**config.mk**
```make
export PLATFORM = sky130hd
export DESIGN_NAME = mips_store_merge_flat
export DESIGN_NICKNAME = d
export VERILOG_FILES = /design/src/rtl/mips_store_merge_if.sv /design/src/rtl/mips_store_merge.sv /design/src/flat_wrapper.sv
export SDC_FILE = /design/constraint.sdc
export NUM_CORES = 1
export LEC_CHECK = 0
export CAP_MARGIN = 20
export CORE_MARGIN = 5
export CORE_UTILIZATION = 35
export CTS_CLUSTER_DIAMETER = 30
export DETAILED_ROUTE_END_ITERATION = 7
export GPL_TIMING_DRIVEN = 1
export PLACE_DENSITY = 0.66
export SYNTH_ARGS = -nofsm -noshare
export SYNTH_HDL_FRONTEND = slang
export SYNTH_SLANG_ARGS = --single-unit
```
**constraint.sdc**
```tcl
create_clock -name clk -period 2.7 [get_ports clk]
set_clock_uncertainty 0.2 [all_clocks]
set_input_delay 0.54 -clock clk [delete_from_list [all_inputs] [get_ports clk]]
set_output_delay 0.54 -clock clk [all_outputs]
set_load 0.02 [all_outputs]
```
**src/rtl/mips_store_merge_if.sv**
```systemverilog
// Store request and data-memory port bundle for the store lane formatter.
// slave is the formatter's view, master is the requester/memory side.
interface mips_store_merge_if;
    logic        req_valid;
    logic        req_ready;
    logic [31:0] req_addr;
    logic [31:0] req_data;
    logic [1:0]  req_size;
    logic        done;
    logic        err;
    logic [31:0] mem_address;
    logic        mem_read;
    logic        mem_write;
    logic [31:0] mem_writedata;
    logic [31:0] mem_readdata;
    logic        mem_waitrequest;

    modport slave (
        input  req_valid, req_addr, req_data, req_size, mem_readdata, mem_waitrequest,
        output req_ready, done, err, mem_address, mem_read, mem_write, mem_writedata
    );

    modport master (
        output req_valid, req_addr, req_data, req_size, mem_readdata, mem_waitrequest,
        input  req_ready, done, err, mem_address, mem_read, mem_write, mem_writedata
    );
endinterface

```
**src/rtl/mips_store_merge.sv**
```systemverilog
// Store lane formatter: SW written directly, SB/SH via read-modify-write of the word.
// Latency (no waits): word done at +2, byte/half at +3, error at +1 after acceptance.
// Backpressure: one request in flight, req_ready only in IDLE; waitrequest holds strobes.
module mips_store_merge (
    input  logic               clk,
    input  logic               rst_n,
    mips_store_merge_if.slave  bus
);
    typedef enum logic [1:0] {IDLE, READ, WRITE, RESP} state_t;

    state_t      state_q, state_d;
    logic [31:0] addr_q;
    logic [15:0] data_q;
    logic [1:0]  size_q;
    logic        err_q;
    logic [31:0] merge_q;
    logic [31:0] merged;
    logic        req_err;
    logic        accept;

    assign accept = bus.req_valid && (state_q == IDLE);

    always_comb begin
        req_err = 1'b0;
        case (bus.req_size)
            2'b00:   req_err = 1'b0;
            2'b01:   req_err = bus.req_addr[0];
            2'b10:   req_err = (bus.req_addr[1:0] != 2'b00);
            default: req_err = 1'b1;
        endcase
    end

    // Lane replacement applied to the word returned by the read phase.
    always_comb begin
        merged = bus.mem_readdata;
        if (size_q == 2'b00)
            merged[{addr_q[1:0], 3'b000} +: 8] = data_q[7:0];
        else
            merged[{addr_q[1], 4'b0000} +: 16] = data_q;
    end

    always_ff @(posedge clk or negedge rst_n) begin
        if (!rst_n)
            state_q <= IDLE;
        else
            state_q <= state_d;
    end

    always_comb begin
        state_d = state_q;
        case (state_q)
            IDLE: begin
                if (bus.req_valid) begin
                    if (req_err)
                        state_d = RESP;
                    else if (bus.req_size == 2'b10)
                        state_d = WRITE;
                    else
                        state_d = READ;
                end
            end
            READ:    if (!bus.mem_waitrequest) state_d = WRITE;
            WRITE:   if (!bus.mem_waitrequest) state_d = RESP;
            RESP:    state_d = IDLE;
            default: state_d = IDLE;
        endcase
    end

    // A word store preloads the whole register; byte/half overwrite it when the read lands.
    always_ff @(posedge clk or negedge rst_n) begin
        if (!rst_n) begin
            addr_q  <= '0;
            data_q  <= '0;
            size_q  <= '0;
            err_q   <= 1'b0;
            merge_q <= '0;
        end else if (accept) begin
            addr_q  <= bus.req_addr;
            data_q  <= bus.req_data[15:0];
            size_q  <= bus.req_size;
            err_q   <= req_err;
            merge_q <= bus.req_data;
        end else if ((state_q == READ) && !bus.mem_waitrequest) begin
            merge_q <= merged;
        end
    end

    always_comb begin
        bus.req_ready     = (state_q == IDLE);
        bus.mem_read      = (state_q == READ);
        bus.mem_write     = (state_q == WRITE);
        bus.done          = (state_q == RESP);
        bus.err           = (state_q == RESP) && err_q;
        bus.mem_address   = {addr_q[31:2], 2'b00};
        bus.mem_writedata = merge_q;
    end
endmodule
```
**src/flat_wrapper.sv**
```systemverilog
// flat-port wrapper written by rule: the top's interface ports become plain ports
module mips_store_merge_flat 
  (clk, rst_n, bus_req_valid, bus_req_addr, bus_req_data, bus_req_size, bus_mem_readdata, bus_mem_waitrequest, bus_req_ready, bus_done, bus_err, bus_mem_address, bus_mem_read, bus_mem_write, bus_mem_writedata);
  mips_store_merge_if bus_i ();
  input  logic clk;
  input  logic rst_n;
  input wire logic [$bits(bus_i.req_valid)-1:0] bus_req_valid;
  input wire logic [$bits(bus_i.req_addr)-1:0] bus_req_addr;
  input wire logic [$bits(bus_i.req_data)-1:0] bus_req_data;
  input wire logic [$bits(bus_i.req_size)-1:0] bus_req_size;
  input wire logic [$bits(bus_i.mem_readdata)-1:0] bus_mem_readdata;
  input wire logic [$bits(bus_i.mem_waitrequest)-1:0] bus_mem_waitrequest;
  output wire logic [$bits(bus_i.req_ready)-1:0] bus_req_ready;
  output wire logic [$bits(bus_i.done)-1:0] bus_done;
  output wire logic [$bits(bus_i.err)-1:0] bus_err;
  output wire logic [$bits(bus_i.mem_address)-1:0] bus_mem_address;
  output wire logic [$bits(bus_i.mem_read)-1:0] bus_mem_read;
  output wire logic [$bits(bus_i.mem_write)-1:0] bus_mem_write;
  output wire logic [$bits(bus_i.mem_writedata)-1:0] bus_mem_writedata;
  assign bus_i.req_valid = bus_req_valid;
  assign bus_i.req_addr = bus_req_addr;
  assign bus_i.req_data = bus_req_data;
  assign bus_i.req_size = bus_req_size;
  assign bus_i.mem_readdata = bus_mem_readdata;
  assign bus_i.mem_waitrequest = bus_mem_waitrequest;
  assign bus_req_ready = bus_i.req_ready;
  assign bus_done = bus_i.done;
  assign bus_err = bus_i.err;
  assign bus_mem_address = bus_i.mem_address;
  assign bus_mem_read = bus_i.mem_read;
  assign bus_mem_write = bus_i.mem_write;
  assign bus_mem_writedata = bus_i.mem_writedata;
  mips_store_merge u_core (.clk(clk), .rst_n(rst_n), .bus(bus_i));
endmodule
```
# ---- Word level (Yosys, flattened, before mapping)
# Index checks and enable logic that the tools add are counted.
dict set report op_classes {
  shift 4
  n_mux 12
  add_sub_neg 2
  eq_ne 8
  div 0
  n_lt_le_gt_ge 0
  mul 0
  reduce_logical 10
  n_bitwise 0
}
# op n
set op_table {}
lappend op_table {{32-bit two-way mux} 3}
lappend op_table {{32-bit bitwise mux} 2}
lappend op_table {{16-bit by 7-bit variable shift with 32-bit output (first input constant)} 1}
lappend op_table {{8-bit by 7-bit variable shift with 32-bit output (first input constant)} 1}
lappend op_table {{16-bit by 7-bit variable part select with 32-bit output} 1}
lappend op_table {{8-bit by 7-bit variable part select with 32-bit output} 1}
lappend op_table {{5-bit negation with 7-bit output} 2}
lappend op_table {{2-bit two-way mux} 5}
lappend op_table {{2-bit one-hot mux with 4 select lines} 1}
lappend op_table {{2-bit == test (second input constant)} 3}
lappend op_table {{2-bit zero test} 3}
lappend op_table {{2-bit != test (second input constant)} 3}
lappend op_table {{2-bit by 1-bit == test with 1-bit output (second input constant)} 2}
lappend op_table {{2-bit nonzero test} 2}
lappend op_table {{1-bit logical AND} 3}
lappend op_table {{1-bit one-hot mux with 3 select lines} 1}
lappend op_table {{3-bit AND reduction} 1}
lappend op_table {{1-bit zero test} 1}
dict set report totals {
  regBits 85
  in_bits 102
  mem_bits_rw 0
  latchBits 0
  mem_count 0
  mem_bits_ro 0
}

# ---- Depth between registers and ports, before layout
# Gate-level depths: netlist (run 1).
dict set report depth {
  word_depth 6
  mapped_depth 9
}

# ---- Least setup slack after synthesis (run 1)
# No wires, ideal clock.
dict set report synth_timing {
  kind {register -> register}
  from {register u_core.addr_q[1]}
  to {register u_core.merge_q[8] (netlist: u_core.bus.mem_writedata[8])}
  required_time_ps 2365
  arrival_ps 1879
  setup_slack_ps 486
  path_stages_with_launch 10
  n_path_buf 4
  path_cell_list {dfrtp_1 -> buf_4 -> buf_6 -> inv_1 -> buf_4 -> ha_1 -> and4b_1 -> buf_4 -> a221oi_1 -> o311ai_1}
}
dict set report synth_between {
  elab_chain_cells 6
}
# element line_no
set synth_lines {}
lappend synth_lines {{from (decl)} mips_store_merge.sv:12} ;# logic [31:0] addr_q;
lappend synth_lines {{from (signal assigned)} mips_store_merge.sv:78} ;# addr_q <= bus.req_addr;
lappend synth_lines {{5-bit negation with 7-bit output, on equally long branches} {mips_store_merge.sv:39, mips_store_merge.sv:37}}
lappend synth_lines {{16-bit by 7-bit variable part select with 32-bit output, or another cell as far along} mips_store_merge.sv:39} ;# merged[{addr_q[1], 4'b0000} +: 16] = data_q;
lappend synth_lines {{32-bit bitwise mux, on equally long branches} {mips_store_merge.sv:39, mips_store_merge.sv:37}}
lappend synth_lines {{32-bit two-way mux (*)} mips_store_merge.sv:36} ;# if (size_q == 2'b00)
lappend synth_lines {{32-bit two-way mux (*)} mips_store_merge.sv:83} ;# end else if ((state_q == READ) && !bus.mem_waitrequest) begin
lappend synth_lines {{32-bit two-way mux (*)} mips_store_merge.sv:77} ;# end else if (accept) begin
lappend synth_lines {{to (signal assigned)} mips_store_merge.sv:82} ;# merge_q <= bus.req_data;
lappend synth_lines {{to (signal assigned)} mips_store_merge.sv:84} ;# merge_q <= merged;
lappend synth_lines {{to (decl)} mips_store_merge.sv:16} ;# logic [31:0] merge_q;
# Mark *: on every way between the ends. The rest lies on a longest branch, timed or not. The select of a mux whose other input is x is not followed.
# A chain may end at the register's enable or synchronous reset.

# ---- Final worst setup path (run 1)
dict set report layout_timing {
  from {register u_core.state_q[1]}
  to {output bus_mem_read}
}
dict set report layout_between {
  elab_chain_cells 1
}
# element line_no
set layout_lines {}
lappend layout_lines {{from (decl)} mips_store_merge.sv:11} ;# state_t state_q, state_d;
lappend layout_lines {{from (signal assigned)} mips_store_merge.sv:46} ;# state_q <= state_d;
lappend layout_lines {{2-bit by 1-bit == test with 1-bit output} mips_store_merge.sv:90} ;# bus.mem_read = (state_q == READ);
lappend layout_lines {{to (decl)} flat_wrapper.sv:17} ;# output wire logic [$bits(bus_i.mem_read)-1:0] bus_mem_read;
# Every way passes these cells.

==> results of run 1 <==
## through the flow
| stage | area, sq um | setup slack, ps |
|---|---|---|
| after detailed placement | 6520 | 392 |
| after floorplan | 4970 | 486 |
| final | 6850 | 221 |
| after global placement | 6520 | 471 |
| after CTS | 6850 | 182 |
| after global routing | 6850 | 123 |
## power by group
part           internal [uW]  switching (uW)  leakage [uW]
Sequential              1870             427       0.00106
Combinational           1960            2520       0.00181
Clock                    862             504      0.000156
Total                   4690            3460       0.00303
## cells in the final DEF, fill, tap and decap left out, types with 4 or more instances in the layout
master / count
a31oi_1: 18
a221oi_2: 13
nand2_1: 144
dfrtp_1: 85
a221oi_1: 19
inv_1: 9
ha_1: 10
o311ai_1: 9
and2_1: 11
a211oi_1: 32
clkbuf_16: 9
o21ai_0: 4
clkdlybuf4s50_1: 167
and3_1: 17
o31ai_1: 18
buf_4: 14
o311ai_2: 6
and2b_1: 9
nor2b_1: 21
nand3_1: 15
## registers in the layout (all words and copies together) (netlist names)
signal and count:
u_core.state_q 2, u_core.data_q 16, u_core.addr_q 32, u_core.err_q 1, u_core.size_q 2, u_core.bus.mem_writedata 32
## how the worst min path moves through the flow
stage / startpoint / endpoint / cells after the start
2_1_floorplan: rst_n / u_core.addr_q[0] / 0
3_5_place_dp: u_core.addr_q[29] / u_core.addr_q[29] / 2
6_report: rst_n / u_core.addr_q[11] / 2
5_1_grt: rst_n / u_core.addr_q[11] / 2
4_1_cts: rst_n / u_core.addr_q[11] / 2
3_3_place_gp: u_core.addr_q[24] / u_core.addr_q[24] / 2
## per-layer routing
metal / up-vias / part of all wire, % / global-route usage (%)
li1: 2108 / - / -
met1: 2139 / 43 / 25.2
met2: 184 / 46 / 29.9
met3: 21 / 8.3 / 4.53
met4: 0 / 1.7 / 6.98
met5: - / 0 / 0
## worst max-delay path, stage by stage (launching register included)
cell and delay (ps):
dfrtp_1 410, inv_1 110, ha_1 240, clkdlybuf4s50_1 640
## layout make-up
| cell class | instances | area [sq um] |
|---|---|---|
| fill | 1304 | 7030 |
| timing repair buffer | 183 | 1820 |
| tap | 180 | 225 |
| inverter | 9 | 33.8 |
| multi-input combinational | 366 | 2320 |
| clock buffer | 13 | 260 |
| antenna | 1 | 2.50 |
| sequential | 85 | 2130 |
| clock inverter | 3 | 67.6 |
## kinds of logic (layout without fill, tap and decap cells)
kind of cell             count (synthesis)  after routing  synth area share [%]
AO/OA/AOI/OAI                          122            122                  21.4
adder cells (fa/ha/maj)                 10             10                  2.52
buffers and inverters                   85            208                  10.7
flip-flops                              85             85                  42.8
multiplexers                             2              2                 0.454
other                                    1              3                0.0755
AND/OR/NAND/NOR                        230            230                  22.0
==> run_results.csv, run 1 <==
group,metric,value,unit
global_routing,grt_pass1_vias,4581,
power_and_ir_drop,finalPower,8150,uW
synth,ys_types,34,
cts,cts_made_buffers,9,
finish,syn_to_final_growth,38.0,%
worst_setup_path,worst_ep_arrival_time,1740,ps
floorplanning,dieArea,16700,sq um
synth,async_reset_ff_share,100,%
cts,ctsHoldBuffers,0,
detailed_routing,dr_total_vias,4452,
sta,period_needed,2480,ps
synth,ys_seq_area_share,42.8,%
finish,nNetsFinal,766,
detailed_routing,viasPerCell,5.30,
sta,fin_setup_tns,0,ps
worst_setup_path,endpoint,"bus_mem_read",
sta,post-route-period-util,91.8,%
cts,insertion_delay,340,ps
cts,path_clk_slew,60,ps
worst_setup_path,r2r_cells,5,
worst_setup_path,critPathRequiredTime,1960,ps
detailed_routing,drt_wl_total,16100,um
power_and_ir_drop,p_leak,0.00303,uW
placed_design,dp_hpwl,11600,um
sta,slew_viol_final,0,
global_routing,grt_overflow,0,
synth,post_synth.cell_area_avg,9.28,sq um
floorplanning,ios,171,
placed_design,place_inst,823,
cts,post_cts_buffers,0,
worst_setup_path,crit_start,"u_core.state_q[1]",
floorplanning,dieHeight,129,um
cts,cts.root.buffer_cell,"clkbuf_16",
detailed_routing,routedWlPerCell,19.2,um
global_routing,antenna_found_initial,0,
detailed_routing,dr.pass1.iters,4,
synth,yosysTopAreaCell,"dfrtp_1",
finish,drive_above_1_share,8.50,%
floorplanning,start_util,35.8,%
detailed_routing,drcViolationCount,0,
detailed_routing,drtIter0Drc,291,
detailed_routing,ant_nets,0,
sta,setup_viol,0,
synth,ys_ff_latch,85,
finish,final-instance-count-excl-fill,840,
synth,ys_top_cells_by_count,"nand2_1, dfrtp_1, buf_4",
synth,yosysTopAreaCellShare,42.8,%
synth,synth-main-ff-cell,"dfrtp_1",
floorplanning,die_w,129,um
worst_setup_path,crit_type,"reg -> out",
cts,cts_tree,"built",
synth,synth.most_common_cell,"nand2_1",
sta,grt_setup_unrepaired,"false",
synth,yosys-top-cells-area,"dfrtp_1, nand2_1, buf_4, a211oi_1, a221oi_2",
floorplanning,rows,43,
worst_setup_path,startpoint_type,"register",
worst_setup_path,crit_fanout,4,
placed_design,port_buffers,168,
worst_setup_path,critical_path.reg2reg.endpoint,"u_core.bus.mem_writedata[0]",
synth,netlist_area,4960,sq um
synth,ys_warn_count,0,
worst_setup_path,reg2reg_from,"u_core.addr_q[1]",
finish,fin_util,49.4,%
sta,hold_slack,37.0,ps
sta,worst_slew_pin_slew,544,ps
worst_setup_path,critPathCaptureType,"output port",
flow_run,max_cap_violations,0,
global_routing,grt_pass1_wl,24700,um
cts,cts_resized,0,
cts,clockBufferDepth,2,
sta,hold_violations,0,
synth,synth_edf_count,0,
synth,synth_cells,535,
global_routing,grt_max_degree,86,
global_routing,grt_usage,18.9,%
cts,cts-htree-levels,3,
power_and_ir_drop,max-vdd-ir-drop,402,uV
sta,max_freq,403,MHz
floorplanning,core,13900,sq um
power_and_ir_drop,powerDensity,1190,nW/um^2
worst_setup_path,regToRegSetupSlack,430,ps
sta,slew_headroom,63.7,%
outcome,status,"completed",
hold_path,hold_class,"in -> async",
cts,cts.sinks,85,
placed_design,gp_congestion,0.824,
Power figures use the tool's default switching activity.
==> run 2, diff against run 1 <==
- clock period: 2.7 -> 3.1 ns (I/O delays scaled with it)
==> run_results.csv, run 2 (same netlist as run 1, synthesis figures left out) <==
group,metric,value,unit
power_and_ir_drop,powerDensity,1030,nW/um^2
floorplanning,ios,171,
placed_design,port_buffers,168,
detailed_routing,wl_met2,7340,um
detailed_routing,dr.pass1.iters,4,
worst_setup_path,regToRegSetupSlack,640,ps
finish,fill_cells,1287,
worst_setup_path,critical_path.reg2reg.endpoint,"u_core.bus.mem_writedata[5]",
worst_setup_path,reg2reg_from,"u_core.addr_q[1]",
detailed_routing,dr_total_vias,4396,
sta,setup_slack,525,ps
cts,clockBufferDepth,2,
power_and_ir_drop,p_comb_share,55.4,%
worst_setup_path,worst_ep_arrival_time,1750,ps
worst_setup_path,crit_type,"reg -> out",
finish,layout_commonest_cell,"clkdlybuf4s50_1",
power_and_ir_drop,p_leak,0.00302,uW
worst_setup_path,r2r_cells,5,
outcome,status,"completed",
sta,max_freq,388,MHz
placed_design,dp_slack,463,ps
floorplanning,dieHeight,129,um
detailed_routing,route.met3.wl,1220,um
floorplanning,dieArea,16700,sq um
hold_path,hold_class,"in -> async",
floorplanning,core,13900,sq um
cts,cts_resized,0,
floorplanning,start_util,35.8,%
finish,drive_above_1_share,9.08,%
finish,nNetsFinal,768,
finish,final_cell_mix,"clkdlybuf4s50_1, nand2_1, dfrtp_1, a211oi_1, nor2b_1",
sta,post-route-period-util,83.1,%
sta,slew_headroom,34.1,%
detailed_routing,drtIter0Drc,279,
detailed_routing,m1WireLength,6930,um
power_and_ir_drop,p_sw,3030,uW
worst_setup_path,critPathCaptureType,"output port",
global_routing,grt_overflow,0,
sta,fin_setup_tns,0,ps
power_and_ir_drop,p_int,3990,uW
finish,num_antenna_cells,0,
sta,setup_viol,0,
worst_setup_path,critPathRequiredTime,2280,ps
placed_design,dp_hpwl,11800,um
sta,hold_violations,0,
placed_design,gp_congestion,0.859,
detailed_routing,viasPerCell,5.23,
placed_design,placedInstanceArea,6540,sq um
cts,cts-htree-levels,3,
cts,cts_made_buffers,9,
detailed_routing,routedWlPerCell,18.7,um
cts,cts.root.buffer_cell,"clkbuf_16",
global_routing,grt_usage,18.6,%
flow_run,max_cap_violations,0,
worst_setup_path,crit_fanout,4,
floorplanning,rows,43,
worst_setup_path,path_cells,"inv_1, ha_1, clkdlybuf4s50_1",
floorplanning,die_w,129,um
cts,cts.sinks,85,
finish,syn_to_final_growth,37.9,%
detailed_routing,top_layer,"met4",
power_and_ir_drop,sw_frac_of_total,43.2,%
power_and_ir_drop,max-vdd-ir-drop,334,uV
global_routing,antenna_found_initial,0,
finish,final_cell_area,6840,sq um
finish,multi_input_area,2320,sq um
sta,grt_setup_unrepaired,"false",
worst_setup_path,startpoint_type,"register",
finish,register_area,2130,sq um
sta,worst_slew_pin_slew,989,ps
sta,period_needed,2570,ps
finish,fin_util,49.3,%
cts,insertion_delay,340,ps
cts,path_clk_slew,70,ps
detailed_routing,ant_nets,0,
cts,cts_tree,"built",
cts,ctsHoldBuffers,0,
detailed_routing,drcViolationCount,0,
cts,post_cts_buffers,0,
worst_setup_path,crit_path_max_incr_delay,640,ps
detailed_routing,drt_wl_total,15700,um
power_and_ir_drop,power_frac_seq,28.8,%
global_routing,grt_max_degree,57,
worst_setup_path,worst_path_max_delay_cell,"clkdlybuf4s50_1",
global_routing,grt_pass1_vias,4520,
power_and_ir_drop,clock_power_share,15.8,%
sta,slew_viol_final,0,
global_routing,grt_pass1_wl,24500,um
==> run 2: worst max-delay path by stage <==
stage,start,to,slack (ps),cells past startpoint
4_1_cts,u_core.state_q[1],bus_mem_read,520,3
5_1_grt,u_core.state_q[1],bus_mem_read,460,3
3_5_place_dp,bus_req_valid,u_core.bus.mem_writedata[12],460,4
2_1_floorplan,u_core.addr_q[1],u_core.bus.mem_writedata[8],890,9
3_3_place_gp,bus_mem_waitrequest,u_core.bus.mem_writedata[5],600,4
6_report,u_core.state_q[1],bus_mem_read,530,3
==> run 2: routing by layer <==
layer | up-vias | track usage (%)
li1 | 2112 | -
met1 | 2094 | 25.0
met2 | 170 | 30.3
met3 | 20 | 3.92
met4 | 0 | 5.37
met5 | - | 0
==> run 2: per-stage QoR <==
stage / hold WS (ps) / std cells / power (uW)
2_1_floorplan: 124 / 536 / 4660
3_3_place_gp: 257 / 825 / 5840
3_5_place_dp: 261 / 825 / 5940
4_1_cts: 37.2 / 841 / 7070
5_1_grt: 67.0 / 841 / 7480
6_report: 33.3 / 841 / 7020
==> run 2: final cells by class <==
class / count / share of cell area (%)
Sequential cell: 85 / 31.1
Clock buffer: 10 / 3.49
Multi-Input combinational cell: 366 / 33.9
Clock inverter: 6 / 1.02
Timing Repair Buffer: 185 / 26.8
Inverter: 9 / 0.494
Tap cell: 180 / 3.29
==> run 2: power groups by stage <==
stage	logic [uW]	clock network (uW)	registers, uW
after floorplan	2510	0	2150
after global placement	3810	0	2020
after detailed placement	3900	0	2040
after CTS	3910	1130	2030
after global routing	4210	1180	2090
final	3890	1110	2030
==> run 2: critical path: cells and delay by family (launching register included) <==
kind	cells	cell delay, ps
flip-flops	1	420
adder cells (fa/ha/maj)	1	240
buffers and inverters	2	760
